===== config.mk =====
export PLATFORM = sky130hd
export DESIGN_NAME = frame_gate_ctrl
export DESIGN_NICKNAME = d
export VERILOG_FILES = /design/src/rtl/frame_gate_ctrl.sv
export SDC_FILE = /design/constraint.sdc
export NUM_CORES = 1
export LEC_CHECK = 0
export BUFFER_PORTS_ARGS = -buffer_cell sky130_fd_sc_hd__buf_4
export CORE_ASPECT_RATIO = 1.4
export CORE_MARGIN = 2
export CORE_UTILIZATION = 35
export CTS_BUF_LIST = sky130_fd_sc_hd__clkbuf_16
export CTS_CLUSTER_DIAMETER = 50
export DETAILED_ROUTE_END_ITERATION = 7
export PLACE_DENSITY = 0.6
export SLEW_MARGIN = 20
export SYNTH_ARGS = -nofsm -noshare
export SYNTH_HDL_FRONTEND = slang
export SYNTH_SLANG_ARGS = --single-unit

===== constraint.sdc =====
create_clock -name clk -period 3.05 [get_ports clk]
set_clock_uncertainty 0.2 [all_clocks]
set_input_delay 0.305 -clock clk [delete_from_list [all_inputs] [get_ports clk]]
set_output_delay 0.305 -clock clk [all_outputs]
set_load 0.05 [all_outputs]

===== src/rtl/frame_gate_ctrl.sv =====
// Frame gate between camera timing and the RGB-to-YCbCr stage: passes, drops or blocks whole frames.
// All outputs are registered and lag the inputs by 1 clk. The stream has no backpressure.
module frame_gate_ctrl #(
    parameter int H_ACT = 640,
    parameter int V_ACT = 480,
    parameter int CNT_W = 12
) (
    input  logic             clk,
    input  logic             rst_n,
    input  logic             i_enable,
    input  logic [1:0]       i_skip,
    input  logic             i_v_sync,
    input  logic             i_h_sync,
    input  logic             i_data_en,
    input  logic [15:0]      i_rgb565,
    output logic             o_v_sync,
    output logic             o_h_sync,
    output logic             o_data_en,
    output logic [15:0]      o_rgb565,
    output logic [CNT_W-1:0] o_x,
    output logic [CNT_W-1:0] o_y,
    output logic             o_sof,
    output logic             o_eof,
    output logic             o_frame_err,
    output logic             o_busy
);

    typedef enum logic [1:0] {IDLE, WAIT_VS, PASS, DROP} state_t;

    localparam logic [CNT_W-1:0] CNT_MAX = '1;
    localparam logic [CNT_W-1:0] H_LEN   = CNT_W'(H_ACT);
    localparam logic [CNT_W-1:0] V_LEN   = CNT_W'(V_ACT);

    state_t           state;
    logic [1:0]       skip_cnt;
    logic             vs_d;
    logic             de_d;
    logic [CNT_W-1:0] x_cnt;
    logic [CNT_W-1:0] y_cnt;

    logic             fb;
    logic             in_pass;
    logic             gated_de;
    logic             line_end;
    logic             sof_hit;
    logic             len_err;
    logic             cnt_err;
    logic [CNT_W-1:0] x_inc;
    logic [CNT_W-1:0] y_inc;
    logic [CNT_W-1:0] y_line;

    assign fb       = i_v_sync & ~vs_d;
    assign in_pass  = (state == PASS);
    assign gated_de = i_data_en & in_pass;
    assign line_end = in_pass & de_d & ~i_data_en;
    assign x_inc    = (x_cnt == CNT_MAX) ? x_cnt : x_cnt + 1'b1;
    assign y_inc    = (y_cnt == CNT_MAX) ? y_cnt : y_cnt + 1'b1;
    // Line count including a line that ends in this very cycle, so a
    // coincident frame boundary sees the line before the count is checked.
    assign y_line   = line_end ? y_inc : y_cnt;
    assign sof_hit  = gated_de & (x_cnt == '0) & (y_cnt == '0);
    assign len_err  = line_end & (x_cnt != H_LEN);
    assign cnt_err  = fb & in_pass & (y_line != V_LEN);

    always_ff @(posedge clk or negedge rst_n) begin
        if (!rst_n) begin
            state       <= IDLE;
            skip_cnt    <= '0;
            vs_d        <= 1'b0;
            de_d        <= 1'b0;
            x_cnt       <= '0;
            y_cnt       <= '0;
            o_v_sync    <= 1'b0;
            o_h_sync    <= 1'b0;
            o_data_en   <= 1'b0;
            o_rgb565    <= '0;
            o_x         <= '0;
            o_y         <= '0;
            o_sof       <= 1'b0;
            o_eof       <= 1'b0;
            o_frame_err <= 1'b0;
            o_busy      <= 1'b0;
        end else begin
            vs_d      <= i_v_sync;
            de_d      <= i_data_en;
            o_v_sync  <= i_v_sync & (state != IDLE);
            o_h_sync  <= i_h_sync & (state != IDLE);
            o_data_en <= gated_de;
            o_rgb565  <= gated_de ? i_rgb565 : '0;
            o_x       <= gated_de ? x_cnt : '0;
            o_y       <= fb ? '0 : y_line;
            o_sof     <= sof_hit;
            o_eof     <= line_end & (y_inc == V_LEN);

            if (fb || line_end) begin
                x_cnt <= '0;
            end else if (gated_de) begin
                x_cnt <= x_inc;
            end
            y_cnt <= fb ? '0 : y_line;

            // A new error wins over the clear from the start of a frame.
            if (len_err || cnt_err) begin
                o_frame_err <= 1'b1;
            end else if (sof_hit) begin
                o_frame_err <= 1'b0;
            end

            case (state)
                IDLE: begin
                    if (i_enable) state <= WAIT_VS;
                end
                WAIT_VS: begin
                    if (!i_enable) begin
                        state <= IDLE;
                    end else if (fb) begin
                        o_busy <= 1'b1;
                        if (i_skip == 2'd0) begin
                            state <= PASS;
                        end else begin
                            state    <= DROP;
                            skip_cnt <= i_skip;
                        end
                    end
                end
                PASS: begin
                    if (fb) begin
                        if (!i_enable) begin
                            state  <= IDLE;
                            o_busy <= 1'b0;
                        end else if (i_skip != 2'd0) begin
                            state    <= DROP;
                            skip_cnt <= i_skip;
                        end
                    end
                end
                DROP: begin
                    if (fb) begin
                        skip_cnt <= skip_cnt - 2'd1;
                        if (skip_cnt <= 2'd1) begin
                            state  <= i_enable ? PASS : IDLE;
                            o_busy <= i_enable;
                        end
                    end
                end
                default: begin
                    state  <= IDLE;
                    o_busy <= 1'b0;
                end
            endcase
        end
    end

endmodule

======== Yosys cells after proc, flatten, opt, wreduce, memory -nomap -nowiden ========
Index checks and enable logic that the tools add are counted.
word-level totals
  output and inout bits ................... 47
  bits in registers ....................... 65
operators by class
  $lt $le $gt $ge ......................... 1
  equal/unequal tests ..................... 21
  muxes and demuxes ....................... 36
  reduce and logical (&&, ||, !) cells .... 15
  add/sub/neg operators ................... 3
  bitwise logic cells ..................... 14
operator list
  operator                                                            count
  12-bit 2-to-1 mux                                                   7
  2-bit 2-to-1 mux                                                    16
  12-bit by 1-bit adder with 12-bit output (second input constant)    2
  12-bit == test (second input constant)                              2
  12-bit logical NOT                                                  2
  2-bit != test (second input constant)                               9
  16-bit 2-to-1 mux                                                   1
  1-bit bitwise AND                                                   12
  12-bit by 9-bit == test with 1-bit output (second input constant)   1
  12-bit by 10-bit != test with 1-bit output (second input constant)  1
  12-bit by 9-bit != test with 1-bit output (second input constant)   1
  1-bit 2-to-1 mux                                                    9
  2-bit case mux with 4 select lines                                  1
  8-bit AND reduction                                                 1
  2-bit nonzero test                                                  4
  7-bit AND reduction                                                 1
  2-bit case mux with 3 select lines                                  1
  6-bit AND reduction                                                 1
  2-bit == test (second input constant)                               2
  2-bit logical NOT                                                   2
  2-bit by 1-bit != test with 1-bit output (second input constant)    2
  3-bit by 2-bit != test with 1-bit output (second input constant)    1
  3-bit != test (second input constant)                               1
  1-bit case mux with 3 select lines                                  1
  7 further kinds                                                     9

======== Depth between registers and ports, before layout ========
Gate-level depths: netlist of the first run.
  depth in word-level cells ............... 8
  gate-level depth with buffers ........... 8
  gate-level depth less buffers ........... 7

======== Worst setup path before layout of the first run ========
OpenSTA, ideal clock, no wires.
  path type ............................... register to register
  start ................................... register y_cnt[0]
  end ..................................... register o_frame_err
  setup time .............................. 0.120 ns
  arrival ................................. 2.210 ns
  stages on the path, launching flop included .. 8
  slack ................................... 0.519 ns
  path through ............................ dfrtp_1 > ha_1 > nand3_2 > nor4_1 > mux2i_1 > nor2b_1 > nand4_1 > a41o_1
on the way
  cells in the longest elaborated chain, start to end .. 7
  elaborated cells between the ends (all ways) .. 11
RTL lines
  what                                                                        line  text
  from (decl)                                                                 39    logic [CNT_W-1:0] y_cnt;
  from (signal assigned)                                                      100   y_cnt <= fb ? '0 : y_line;
  12-bit by 1-bit adder with 12-bit output or 12-bit == test (tied branches)  57    assign y_inc = (y_cnt == CNT_MAX) ? y_cnt : y_cnt + 1'b1;
  12-bit 2-to-1 mux                                                           57
  12-bit 2-to-1 mux                                                           60    assign y_line = line_end ? y_inc : y_cnt;
  12-bit by 9-bit != test with 1-bit output                                   63    assign cnt_err = fb & in_pass & (y_line != V_LEN);
  1-bit bitwise AND                                                           63
  1-bit logical OR                                                            103   if (len_err || cnt_err) begin
  1-bit 2-to-1 mux or 2-bit nonzero test (tied branches)                      n/a
  to (signal assigned)                                                        81    o_frame_err <= 1'b0;
  to (signal assigned)                                                        104   o_frame_err <= 1'b1;
  to (signal assigned)                                                        106   o_frame_err <= 1'b0;
  to (decl)                                                                   24    output logic o_frame_err,
Parallel ways exist; a longest one is shown, timed or not.
A chain may end at the register's enable or synchronous reset.

======== Final worst setup path of the first run ========
  start ................................... input i_data_en
  end ..................................... register o_frame_err
on the way
  cells in the longest elaborated chain, start to end .. 7
  elaborated cells between the ends (all ways) .. 12
RTL lines
  what                                                    line  text
  from (decl)                                             14    input logic i_data_en,
  1-bit NOT                                               55    assign line_end = in_pass & de_d & ~i_data_en;
  1-bit bitwise AND                                       55
  12-bit 2-to-1 mux                                       60
  12-bit by 9-bit != test with 1-bit output               63
  1-bit bitwise AND                                       63
  1-bit logical OR                                        103
  1-bit 2-to-1 mux or 2-bit nonzero test (tied branches)  n/a
Parallel ways exist; a longest one is shown, timed or not.

==> run summary, run 1 <==
- **status** complete, no violations
- **total clock buffers created by CTS** 9
- **critical path cell sequence** dlygate4sd3_1 -> buf_4 -> nand4bb_1 -> nor4_1 -> mux2i_1 -> nor2b_1 -> nand4_1 -> a41o_1
- **critical path's largest stage delay** 550 ps
- **portion of total power attributed to sequential cells** 37.6%
- **number of buffers and inverters on the critical path** 2
- **net count of the mapped netlist** 341
- **routed len/inst** 14.5 microns
- **grt ovf** 0
- **total design power** 2.87 mW
- **area share of the leading cell type in the synthesized netlist** 51.7%
- **area growth from synthesis to layout** 33.8%
- **synthesized area per cell** 10.1 sq um
- **deepest clock path buffer count** 2
- **main flop type after synthesis** dfrtp_1
- **Req. time, crit path** 3070 ps
- **unrepaired setup endpoints after global routing** no
- **synthesized instance count** 312
- **Worst Reg-to-Reg Cells** 7
- **crit path capture type** flip-flop
- **internal power contribution** 1.88 mW
- **Antenna Diode Count** 0
- **Worst-path clk slew** 50 ps
- **cell at the root of the clock tree** clkbuf_16
- **Psw** 985 uW
- **biggest area consumer among synthesized cells** dfrtp_1
- **initial antenna violation count** 0
- **number of input and output port buffers inserted** 70
- **# clock sinks** 65
- **total wire length after detailed routing** 7360 microns
- **count of warnings emitted by yosys** 0
- **initial core utilization** 36.3%
- **post-place instance area** 3730 sq um
- **# nets final** 425
- **part of the Yosys area used for sequential elements** 51.7%
- **standard-cell rows** 40
- **Die W** 84.1 microns
- **Fmax achieved** 0.408 GHz
- **DP Wirelength** 4990 microns
- **Die Y** 116 microns
- **fraction of registers with async set/reset** 100%
- **Cells after DPL** 470
- **Resized cells post-CTS** 0
- **remaining number of nets flagged by the antenna check after routing** 0
- **io pins** 71
- **global-route usage over all layers** 15.9%
- **leading cell types by total area after synthesis** dfrtp_1 52%, and2_1 5.8%, xor2_1 3.6%
- **power share of the clock group** 33.9%
- **number of endpoints with negative hold slack in the final report** 0
- **vias per inst** 5.02
- **Leak Pwr** 2.06 nW
- **final weighted congestion in routability-driven placement** 0.893
- **remaining routing DRC violations** 0
- **endpoints failing setup** 0
- **number of H-tree branching levels** 3
- **cell with the most instances after synthesis** dfrtp_1
- **synthesized flop and latch total** 65
- **Pre-antenna DRT Iters** 4
- **TritonCTS clock tree** done
- **startpoint of the lowest-slack register-to-register path** y_cnt[0]
- **worst flop-to-flop path endpoint** o_frame_err
- **arrival time at the worst endpoint** 2470 ps
- **transition time at the pin with the least slew margin** 826 ps
- **routed vias** 2,540
- **utilization after layout** 48.6%
- **Design Area, Final** 4210 sq um
- **Min-Delay Path Class** in2reg
- **power density over cell area** 682 nW/um^2
- **max-cap check violation count** 0
- **count of flip-flops with a built-in enable after synthesis** 0
- **final cell count without fillers** 506
- **worst ir drop on vdd** 0.388 mV
- **Crit-path slowest cell** dlygate4sd3_1
- **number of cells on the worst hold path** 3
- **largest net degree at the start of global routing** 66
- **Hold Path Origin** i_skip[1]
- **final critical-path required period** 2450 ps
- **count of pins over their slew limit** 0
- **reg-to-reg setup timing slack** 680 ps
- **area of the die** 9770 sq um
- **Skew-Pair Late Insertion Delay** 330 ps
- **number of buffers inserted to repair setup after CTS** 0
- **switching share of power** 34.3%
- **hold path endpoint** skip_cnt[1]
- **dominant delay contributor by cell family on the critical path** simple AND/OR/NAND/NOR gates
- **cell types with the highest counts after synthesis** 65 x dfrtp_1, 29 x and2_1, 27 x nor2_1
- **number of hold-repair buffers added at the cts stage** 20
- **fraction of layout instances using a drive strength above 1** 23.2%
- **cell area after technology mapping** 3150 sq um
- **area of the core** 8660 sq um
- **maximum net fanout on the critical path** 4
- **initial DRC count** 77
- **Distinct cells, synth** 51
- **fin crit share** 80.4%
- **first-pass GRT wire length** 12,100 microns
- **worst max-slew margin expressed relative to the limit** 45.0%
- **category of the most critical setup path** in2reg
- **category of the worst setup path launch point** input port
- **Total Neg Setup Slack** 0 ps
- **via count of the first global-routing pass** 2,572
- **combinational share of power** 28.6%
==> placed cells by master (no fill, tap or decap), drive strengths merged, types with 9 or more instances in the layout <==
| cell type | n |
|---|---|
| nor3 | 9 |
| buf | 72 |
| inv | 13 |
| nor2 | 27 |
| dfrtp | 65 |
| o21ai | 13 |
| dlygate4sd3 | 20 |
| nand2 | 26 |
| nand3 | 14 |
| xor2 | 13 |
| clkbuf | 9 |
| and2 | 29 |
| a21oi | 9 |
==> flip-flops by register name, summed over array words and instances, names as in the netlist, 2 cells and up <==
name / count
o_rgb565: 16
o_x: 12
skip_cnt: 2
state: 2
x_cnt: 12
y_cnt: 12
==> routing by layer <==
layer	wire (microns)	GRT usage, %	share of wire [%]	up-vias
met1	2950	17.4	40	1227
met5	0	0	0	-
li1	-	-	-	1236
met3	285	4.24	3.9	17
met4	218	9.46	3.0	0
met2	3900	27.8	53	60
==> power groups by stage <==
stage | sequential (mW) | clock [mW] | combinational, mW
2_1_floorplan | 1.30 | 0 | 0.342
3_3_place_gp | 1.09 | 0 | 0.797
3_5_place_dp | 1.09 | 0 | 0.807
4_1_cts | 1.08 | 0.999 | 0.831
5_1_grt | 1.10 | 1.04 | 0.894
6_report | 1.08 | 0.972 | 0.819
==> tightest hold or removal path, cell delays in order <==
cell,delay [ps]
buf_4,90
mux2i_1,60
mux2i_1,110
==> cell families (layout without fill, tap and decap cells) <==
group	after synthesis	after routing	share of synthesized area [%]
flip-flops	65	65	51.7
AND/OR/NAND/NOR	145	145	25.6
XOR/XNOR	18	18	5.01
buffers and inverters	30	119	4.14
AO/OA/AOI/OAI	40	40	8.55
adder cells (fa/ha/maj)	5	5	1.99
multiplexers	9	9	3.02
==> worst max-delay path by stage <==
stage	from	slack, ps	to	cells after the start
finish	i_data_en	600	o_frame_err	8
global route	i_data_en	450	o_frame_err	8
CTS	i_data_en	590	o_frame_err	8
detailed placement	y_cnt[0]	680	o_frame_err	7
global placement	state[0]	740	o_frame_err	6
floorplan	y_cnt[0]	520	o_frame_err	7
==> per-stage QoR <==
step                hold slack, ps  setup slack (ps)
floorplan                     -191               519
detailed placement             235               678
global route                  85.0               448
global placement               234               741
finish                        78.4               599
CTS                           79.3               588
==> final cells by class <==
| class | instances | area, sq um |
|---|---|---|
| flip-flops and latches | 65 | 1630 |
| multi-input cells | 217 | 1390 |
| clock buffers | 9 | 225 |
| well taps | 105 | 131 |
| inverters | 11 | 41.3 |
| repair buffers | 92 | 741 |
| clock inverters | 7 | 53.8 |
| fillers | 859 | 4450 |
(Power assumes the default switching activity.)
==> run 2, diff against run 1 <==
--- a/config.mk
+++ b/config.mk
@@ -5,6 +5,7 @@
 export SDC_FILE = /design/constraint.sdc
 export NUM_CORES = 1
 export LEC_CHECK = 0
+export ABC_AREA = 1
 export BUFFER_PORTS_ARGS = -buffer_cell sky130_fd_sc_hd__buf_4
 export CORE_ASPECT_RATIO = 1.4
 export CORE_MARGIN = 2
@@ -12,7 +13,7 @@
 export CTS_BUF_LIST = sky130_fd_sc_hd__clkbuf_16
 export CTS_CLUSTER_DIAMETER = 50
 export DETAILED_ROUTE_END_ITERATION = 7
-export PLACE_DENSITY = 0.6
+export PLACE_DENSITY = 0.59
 export SLEW_MARGIN = 20
 export SYNTH_ARGS = -nofsm -noshare
 export SYNTH_HDL_FRONTEND = slang
==> constraint.sdc (replaced) <==
create_clock -name clk -period 2.6 [get_ports clk]
set_clock_uncertainty 0.2 [all_clocks]
set_input_delay 0.26 -clock clk [delete_from_list [all_inputs] [get_ports clk]]
set_output_delay 0.26 -clock clk [all_outputs]
set_load 0.05 [all_outputs]
==> run 2 against run 1 <==
Synthesized cell count rose by 28%. First-iteration DRC count up 47%. Worst hold slack worse by 52 ps. Combinational power up 38%. Largest power group unchanged. Clock-buffer cell count is the same. Critical endpoint unchanged. Largest cell class unchanged.
==> run summary, run 2 <==
- **Pre-antenna DRT Iters** 4, unchanged
- **io pins** 71, unchanged
- **Leak Pwr** 2.15 nW, +4.1%
- **Req. time, crit path** 2610 ps, -460 ps
- **area occupied by registers** 1630 sq um, unchanged
- **final critical-path required period** 2250 ps
- **via count of the first global-routing pass** 2,901, +13%
- **crit path capture type** flip-flop
- **fraction of layout instances using a drive strength above 1** 23.4%, +0.25 points
- **synthesized flop and latch total** 65, unchanged
- **initial core utilization** 36.2%, -0.10 points
- **Psw** 1.30 mW, +32%
- **area share of the leading cell type in the synthesized netlist** 49.7%, -2.0 points
- **deepest clock path buffer count** 2, unchanged
- **grt ovf** 0, unchanged
- **startpoint of the lowest-slack register-to-register path** y_cnt[0]
- **standard-cell rows** 41, +2.5%
- **Hold Path Origin** i_skip[1]
- **arrival time at the worst endpoint** 2260 ps, -210 ps
- **Die Y** 118 microns, +1.9%
- **biggest area consumer among synthesized cells** dfrtp_1
- **main flop type after synthesis** dfrtp_1
- **cell types with the highest counts after synthesis** 84 x nand2_1, 65 x dfrtp_1, 61 x nor2_1
- **fraction of registers with async set/reset** 100%, unchanged
- **number of flip-flops under the largest register name** 16, unchanged
- **post-place setup slack** 400 ps, -278 ps
- **commonest non-fill, non-tap cells in the layout** 84 x nand2_1, 72 x buf_4, 65 x dfrtp_1, 61 x nor2_1, 58 x inv_1
- **utilization after layout** 48.0%, -0.61 points
- **first-pass GRT wire length** 13,200 microns, +9.2%
- **power density over cell area** 794 nW/um^2, +17%
- **vias per inst** 4.86, -3.2%
- **count of warnings emitted by yosys** 0, unchanged
- **remaining routing DRC violations** 0, unchanged
- **unrepaired setup endpoints after global routing** no
- **total clock buffers created by CTS** 9, unchanged
- **Skew-Pair Late Insertion Delay** 320 ps, about the same
- **Crit-path slowest cell** dfrtp_1
- **global-route usage over all layers** 16.5%, +0.54 points
- **worst max-slew margin expressed relative to the limit** 46.0%, +1.0 points
- **initial antenna violation count** 0, unchanged
- **final weighted congestion in routability-driven placement** 0.875, -2.0%
- **remaining number of nets flagged by the antenna check after routing** 0, unchanged
- **number of endpoints with negative hold slack in the final report** 0, unchanged
- **multi-input logic area** 1350 sq um, -2.8%
- **initial DRC count** 113, +47%
- **count of flip-flops with a built-in enable after synthesis** 0, unchanged
- **critical path's largest stage delay** 500 ps, -50 ps
- **maximum net fanout on the critical path** 9, +5
- **cell at the root of the clock tree** clkbuf_16
- **TritonCTS clock tree** done
- **Antenna Diode Count** 0, unchanged
- **power share of the clock group** 29.6%, -4.3 points
- **portion of total power attributed to sequential cells** 37.6%, about the same
- **fin crit share** 86.6%
- **internal power contribution** 2.14 mW, +13%
- **Biggest register** o_rgb565
- **cell with the most instances after synthesis** nand2_1
- **routed len/inst** 13.0 microns, -11%
- **Die W** 85.7 microns, +1.9%
- **worst ir drop on vdd** 0.642 mV, +65%
- **net count of the mapped netlist** 429, +26%
- **Worst-path clk slew** 50 ps, about the same
- **Total Neg Setup Slack** 0 ps, unchanged
- **DP Wirelength** 5810 microns, +16%
- **Distinct cells, synth** 35, -31%
- **switching share of power** 37.9%, +3.6 points
- **number of fill cells in the layout** 905, +5.4%
- **category of the worst setup path launch point** flip-flop
- **leading cell types by total area after synthesis** dfrtp_1 50%, nand2_1 9.6%, nor2_1 7.0%
- **Critical Path Source** y_cnt[0]
- **status** complete, no violations
- **max-cap check violation count** 0, unchanged
- **fin worst setup slack** 347 ps, -251 ps
- **synthesized area per cell** 8.18 sq um, -19%
- **routed vias** 2,946, +16%
- **most common cell after layout, fill and taps aside** nand2_1
- **Fmax achieved** 0.444 GHz
- **# nets final** 523, +23%
- **total wire length after detailed routing** 7860 microns, +6.9%
- **synthesized instance count** 400, +28%
- **count of pins over their slew limit** 0, unchanged
- **# clock sinks** 65, unchanged
- **part of the Yosys area used for sequential elements** 49.7%, -2.0 points
- **most numerous cell on the critical path** nand2_1
- **number of input and output port buffers inserted** 70, unchanged
- **area of the die** 10,100 sq um, +3.8%
- **endpoints failing setup** 0, unchanged
- **transition time at the pin with the least slew margin** 811 ps, -14.9 ps
- **combinational share of power** 32.8%, +4.2 points
- **area of the core** 9030 sq um, +4.3%
- **critical path cell sequence** ha_1 -> nand2_2 -> nor2_4 -> nand2_1 -> nand2_1 -> nand2_1 -> nand2_1 -> nand2_1 -> nor2_2 -> nand2_1 -> nor2_1 -> nand2_1 -> nand2_1 -> nand2_1
- **cell area after technology mapping** 3270 sq um, +4.0%
- **category of the most critical setup path** reg2reg
- **Min-Delay Path Class** in2reg
- **area growth from synthesis to layout** 32.5%
- **largest net degree at the start of global routing** 66, unchanged
- **number of H-tree branching levels** 3, unchanged
## run 2: cell families after synthesis
| kind of cell | after synthesis | synth area share [%] |
|---|---|---|
| simple gates | 219 | 31.4 |
| buf+inv | 68 | 8.99 |
| flops | 65 | 49.7 |
| compound gates | 40 | 7.12 |
| fa+ha+maj | 5 | 1.91 |
| xor+xnor | 2 | 0.536 |
| mux | 1 | 0.344 |
## run 2: worst max-delay path, delay by kind of cell (launching register included)
family,cells,cell delay [ps]
simple gates,13,1140
fa+ha+maj,1,280
flops,1,500
## run 2: through the flow
step                cells  hold WS [ps]  instance area [sq um]  total power [mW]
detailed placement    570           186                   3880              2.42
global placement      570           185                   3880              2.41
finish                606          26.8                   4330              3.44
global route          606          28.7                   4330              3.64
floorplan             400          -236                   3270              2.10
CTS                   606          14.2                   4330              3.49
## run 2: worst paths after layout
path / slack, ps / cells after the start / endpoint
worst min-delay path: 30 / 3 / skip_cnt[1]
worst max register to register: 350 / 14 / o_frame_err
worst max-delay path: 350 / 14 / o_frame_err
max in group asynchronous: 1280 / 2 / o_v_sync
min in group asynchronous: 360 / 2 / y_cnt[6]
worst min register to register: 330 / 2 / o_frame_err
## run 2: area by class of cell
class	instances	share of cell area, %
clock buffers	9	5.20
clock inverters	7	0.693
inverters	59	5.23
multi-input cells	267	31.2
flip-flops and latches	65	37.5
well taps	107	3.09
repair buffers	92	17.1
## run 2: repair_timing
item | 4_1_cts | 5_1_grt
resized for setup | 0 | 0
endpoints found under the hold margin | 85 | 0
buffers inserted | 0 | 0
hold buffers | 20 | 0
## run 2: power by group through the flow
stage	Clock, mW	Sequential (mW)	Combinational, mW
6_report	1.02	1.29	1.13
5_1_grt	1.09	1.31	1.24
4_1_cts	1.06	1.29	1.14
3_5_place_dp	0	1.31	1.12
3_3_place_gp	0	1.30	1.11
2_1_floorplan	0	1.56	0.540
## run 2: layer usage
| layer | routed length [microns] | track usage [%] | vias to the layer above |
|---|---|---|---|
| met5 | 0 | 0 | - |
| met4 | 224 | 7.44 | 0 |
| met3 | 345 | 3.56 | 18 |
| met2 | 4140 | 28.8 | 82 |
| met1 | 3160 | 18.9 | 1387 |
| li1 | - | - | 1459 |
==> run 3, diff against run 2 <==
--- a/config.mk
+++ b/config.mk
@@ -8,7 +8,7 @@
 export ABC_AREA = 1
 export BUFFER_PORTS_ARGS = -buffer_cell sky130_fd_sc_hd__buf_4
 export CORE_ASPECT_RATIO = 1.4
-export CORE_MARGIN = 2
+export CORE_MARGIN = 4
 export CORE_UTILIZATION = 35
 export CTS_BUF_LIST = sky130_fd_sc_hd__clkbuf_16
 export CTS_CLUSTER_DIAMETER = 50
==> run 3 against run 2 <==
Via count decreased by 1.3%. Flip-flop and latch count unchanged. Maximum frequency decreased by 1.2%. Sequential share of layout area about the same. Critical path type unchanged. Highest routed layer unchanged.
==> run summary, run 3 (same netlist as run 2, synthesis figures left out) <==
- **status** complete, no violations
- **remaining routing DRC violations** 0, unchanged
- **cell at the root of the clock tree** clkbuf_16
- **maximum net fanout on the critical path** 14, +5
- **total wire length after detailed routing** 8050 microns, +2.3%
- **initial DRC count** 123, +8.8%
- **fin worst setup slack** 320 ps, -27.9 ps
- **number of H-tree branching levels** 3, unchanged
- **endpoints failing setup** 0, unchanged
- **Antenna Diode Count** 0, unchanged
- **first-pass GRT wire length** 13,800 microns, +4.4%
- **# nets final** 524, +0.19%
- **final critical-path required period** 2280 ps, +27.9 ps
- **Worst-path clk slew** 50 ps, about the same
- **Die Y** 122 microns, +3.4%
- **Die W** 89.7 microns, +4.7%
- **vias per inst** 4.80, -1.3%
- **Skew-Pair Late Insertion Delay** 320 ps, about the same
- **initial antenna violation count** 0, unchanged
- **hold path endpoint** skip_cnt[1]
- **most common cell after layout, fill and taps aside** nand2_1
- **number of cells on the worst hold path** 3, unchanged
- **TritonCTS clock tree** done
- **grt ovf** 0, unchanged
- **category of the worst setup path launch point** flip-flop
- **switching share of power** 37.8%, -0.14 points
- **category of the most critical setup path** reg2reg
- **worst flop-to-flop path endpoint** o_frame_err
- **number of hold-repair buffers added at the cts stage** 20, unchanged
- **# clock sinks** 65, unchanged
- **fin crit share** 87.7%, +1.1 points
- **Leak Pwr** 2.14 nW, -0.32%
- **Psw** 1.30 mW, -0.51%
- **number of buffers inserted to repair setup after CTS** 0, unchanged
- **DP Wirelength** 6040 microns, +4.0%
- **Fmax achieved** 0.439 GHz, -1.2%
- **arrival time at the worst endpoint** 2290 ps, +30 ps
- **Biggest register** o_rgb565
- **power share of the clock group** 29.2%, -0.4 points
- **unrepaired setup endpoints after global routing** no
- **standard-cell rows** 41, unchanged
- **total clock buffers created by CTS** 9, unchanged
- **via count of the first global-routing pass** 2,956, +1.9%
- **Worst Reg-to-Reg Cells** 12, -2
- **area of the die** 11,000 sq um, +8.2%
- **startpoint of the lowest-slack register-to-register path** y_cnt[0]
- **number of flip-flops under the largest register name** 16, unchanged
- **worst ir drop on vdd** 0.613 mV, -4.5%
- **number of input and output port buffers inserted** 70, unchanged
- **number of endpoints with negative hold slack in the final report** 0, unchanged
- **Resized cells post-CTS** 0, unchanged
- **deepest clock path buffer count** 2, unchanged
- **area growth from synthesis to layout** 32.6%
- **remaining number of nets flagged by the antenna check after routing** 0, unchanged
- **Req. time, crit path** 2610 ps, about the same
- **crit path capture type** flip-flop
- **area of the core** 9080 sq um, +0.57%
- **post-place setup slack** 342 ps, -57.9 ps
- **io pins** 71, unchanged
- **worst max-slew margin expressed relative to the limit** 46.2%, +0.22 points
- **count of pins over their slew limit** 0, unchanged
- **initial core utilization** 36.0%, -0.20 points
- **final weighted congestion in routability-driven placement** 0.900, +2.8%
- **power density over cell area** 792 nW/um^2, -0.25%
- **combinational share of power** 33.2%, +0.4 points
- **routed vias** 2,909, -1.3%
- **routed len/inst** 13.3 microns, +2.3%
- **max-cap check violation count** 0, unchanged
- **internal power contribution** 2.14 mW, about the same
- **largest net degree at the start of global routing** 66, unchanged
- **fraction of layout instances using a drive strength above 1** 23.4%, unchanged
- **Min-Delay Path Class** in2reg
- **global-route usage over all layers** 15.7%, -0.78 points
- **commonest non-fill, non-tap cells in the layout** 84 x nand2_1, 73 x buf_4, 65 x dfrtp_1, 61 x nor2_1, 57 x inv_1
- **transition time at the pin with the least slew margin** 807 ps, -3.31 ps
- **Total Neg Setup Slack** 0 ps, unchanged
- **Hold Path Origin** i_skip[1]
- **reg-to-reg setup timing slack** 320 ps, -30 ps
- **Pre-antenna DRT Iters** 5, +1
- **portion of total power attributed to sequential cells** 37.7%, about the same
==> run 3: cell types whose count changed in the layout (fill, tap and decap cells not counted), sizes merged <==
cell	delta
buf	+1
clkinv	-1
clkinvlp	+1
inv	-1
==> run 3: worst max-delay path by stage <==
stage	start	endpoint	slack [ps]	cells after the start
CTS	y_cnt[0]	o_frame_err	340	12
floorplan	y_cnt[0]	o_frame_err	310	13
global route	y_cnt[0]	o_frame_err	180	12
finish	y_cnt[0]	o_frame_err	320	12
global placement	y_cnt[0]	o_frame_err	350	12
detailed placement	y_cnt[0]	o_frame_err	340	12
==> run 3: final cells by class <==
| cell class | count | area [sq um] |
|---|---|---|
| sequential | 65 | 1630 |
| clock inverter | 6 | 27.5 |
| fill | 920 | 4740 |
| timing repair buffer | 93 | 748 |
| multi-input combinational | 267 | 1350 |
| tap | 107 | 134 |
| inverter | 59 | 226 |
| clock buffer | 9 | 225 |
==> run 3: through the flow <==
stage	instance area, sq um	util, %	std cells	total power [mW]	hold WS [ps]
finish	4340	47.8	606	3.44	38.0
global route	4340	47.8	606	3.67	33.0
CTS	4340	47.8	606	3.50	27.7
detailed placement	3880	42.8	571	2.44	182
global placement	3880	42.8	571	2.43	180
floorplan	3270	-	400	2.10	-236
==> run 3: critical path, stage by stage (launching register included) <==
cell and delay, ps:
dfrtp_1 500, ha_1 290, nand2_2 100, nor2_4 160
nand3_4 200, nand2_2 110, nand3_2 100, nand2_2 90
nand3_1 130, nor2_1 130, nand2_1 60, nand2_1 50
nand2_1 40
==> run 3: layer usage <==
| metal | vias to the layer above | routed length, microns | track usage (%) |
|---|---|---|---|
| met1 | 1376 | 3110 | 16.5 |
| met5 | - | 0 | 0 |
| met4 | 0 | 150 | 6.42 |
| met2 | 68 | 4450 | 29.7 |
| met3 | 11 | 336 | 4.17 |
| li1 | 1454 | - | - |
==> run 3: power by group through the flow <==
stage	registers, mW	logic [mW]	clock network [mW]
2_1_floorplan	1.56	0.540	0
3_3_place_gp	1.31	1.12	0
3_5_place_dp	1.31	1.13	0
4_1_cts	1.30	1.16	1.04
5_1_grt	1.32	1.26	1.09
6_report	1.29	1.14	1.00
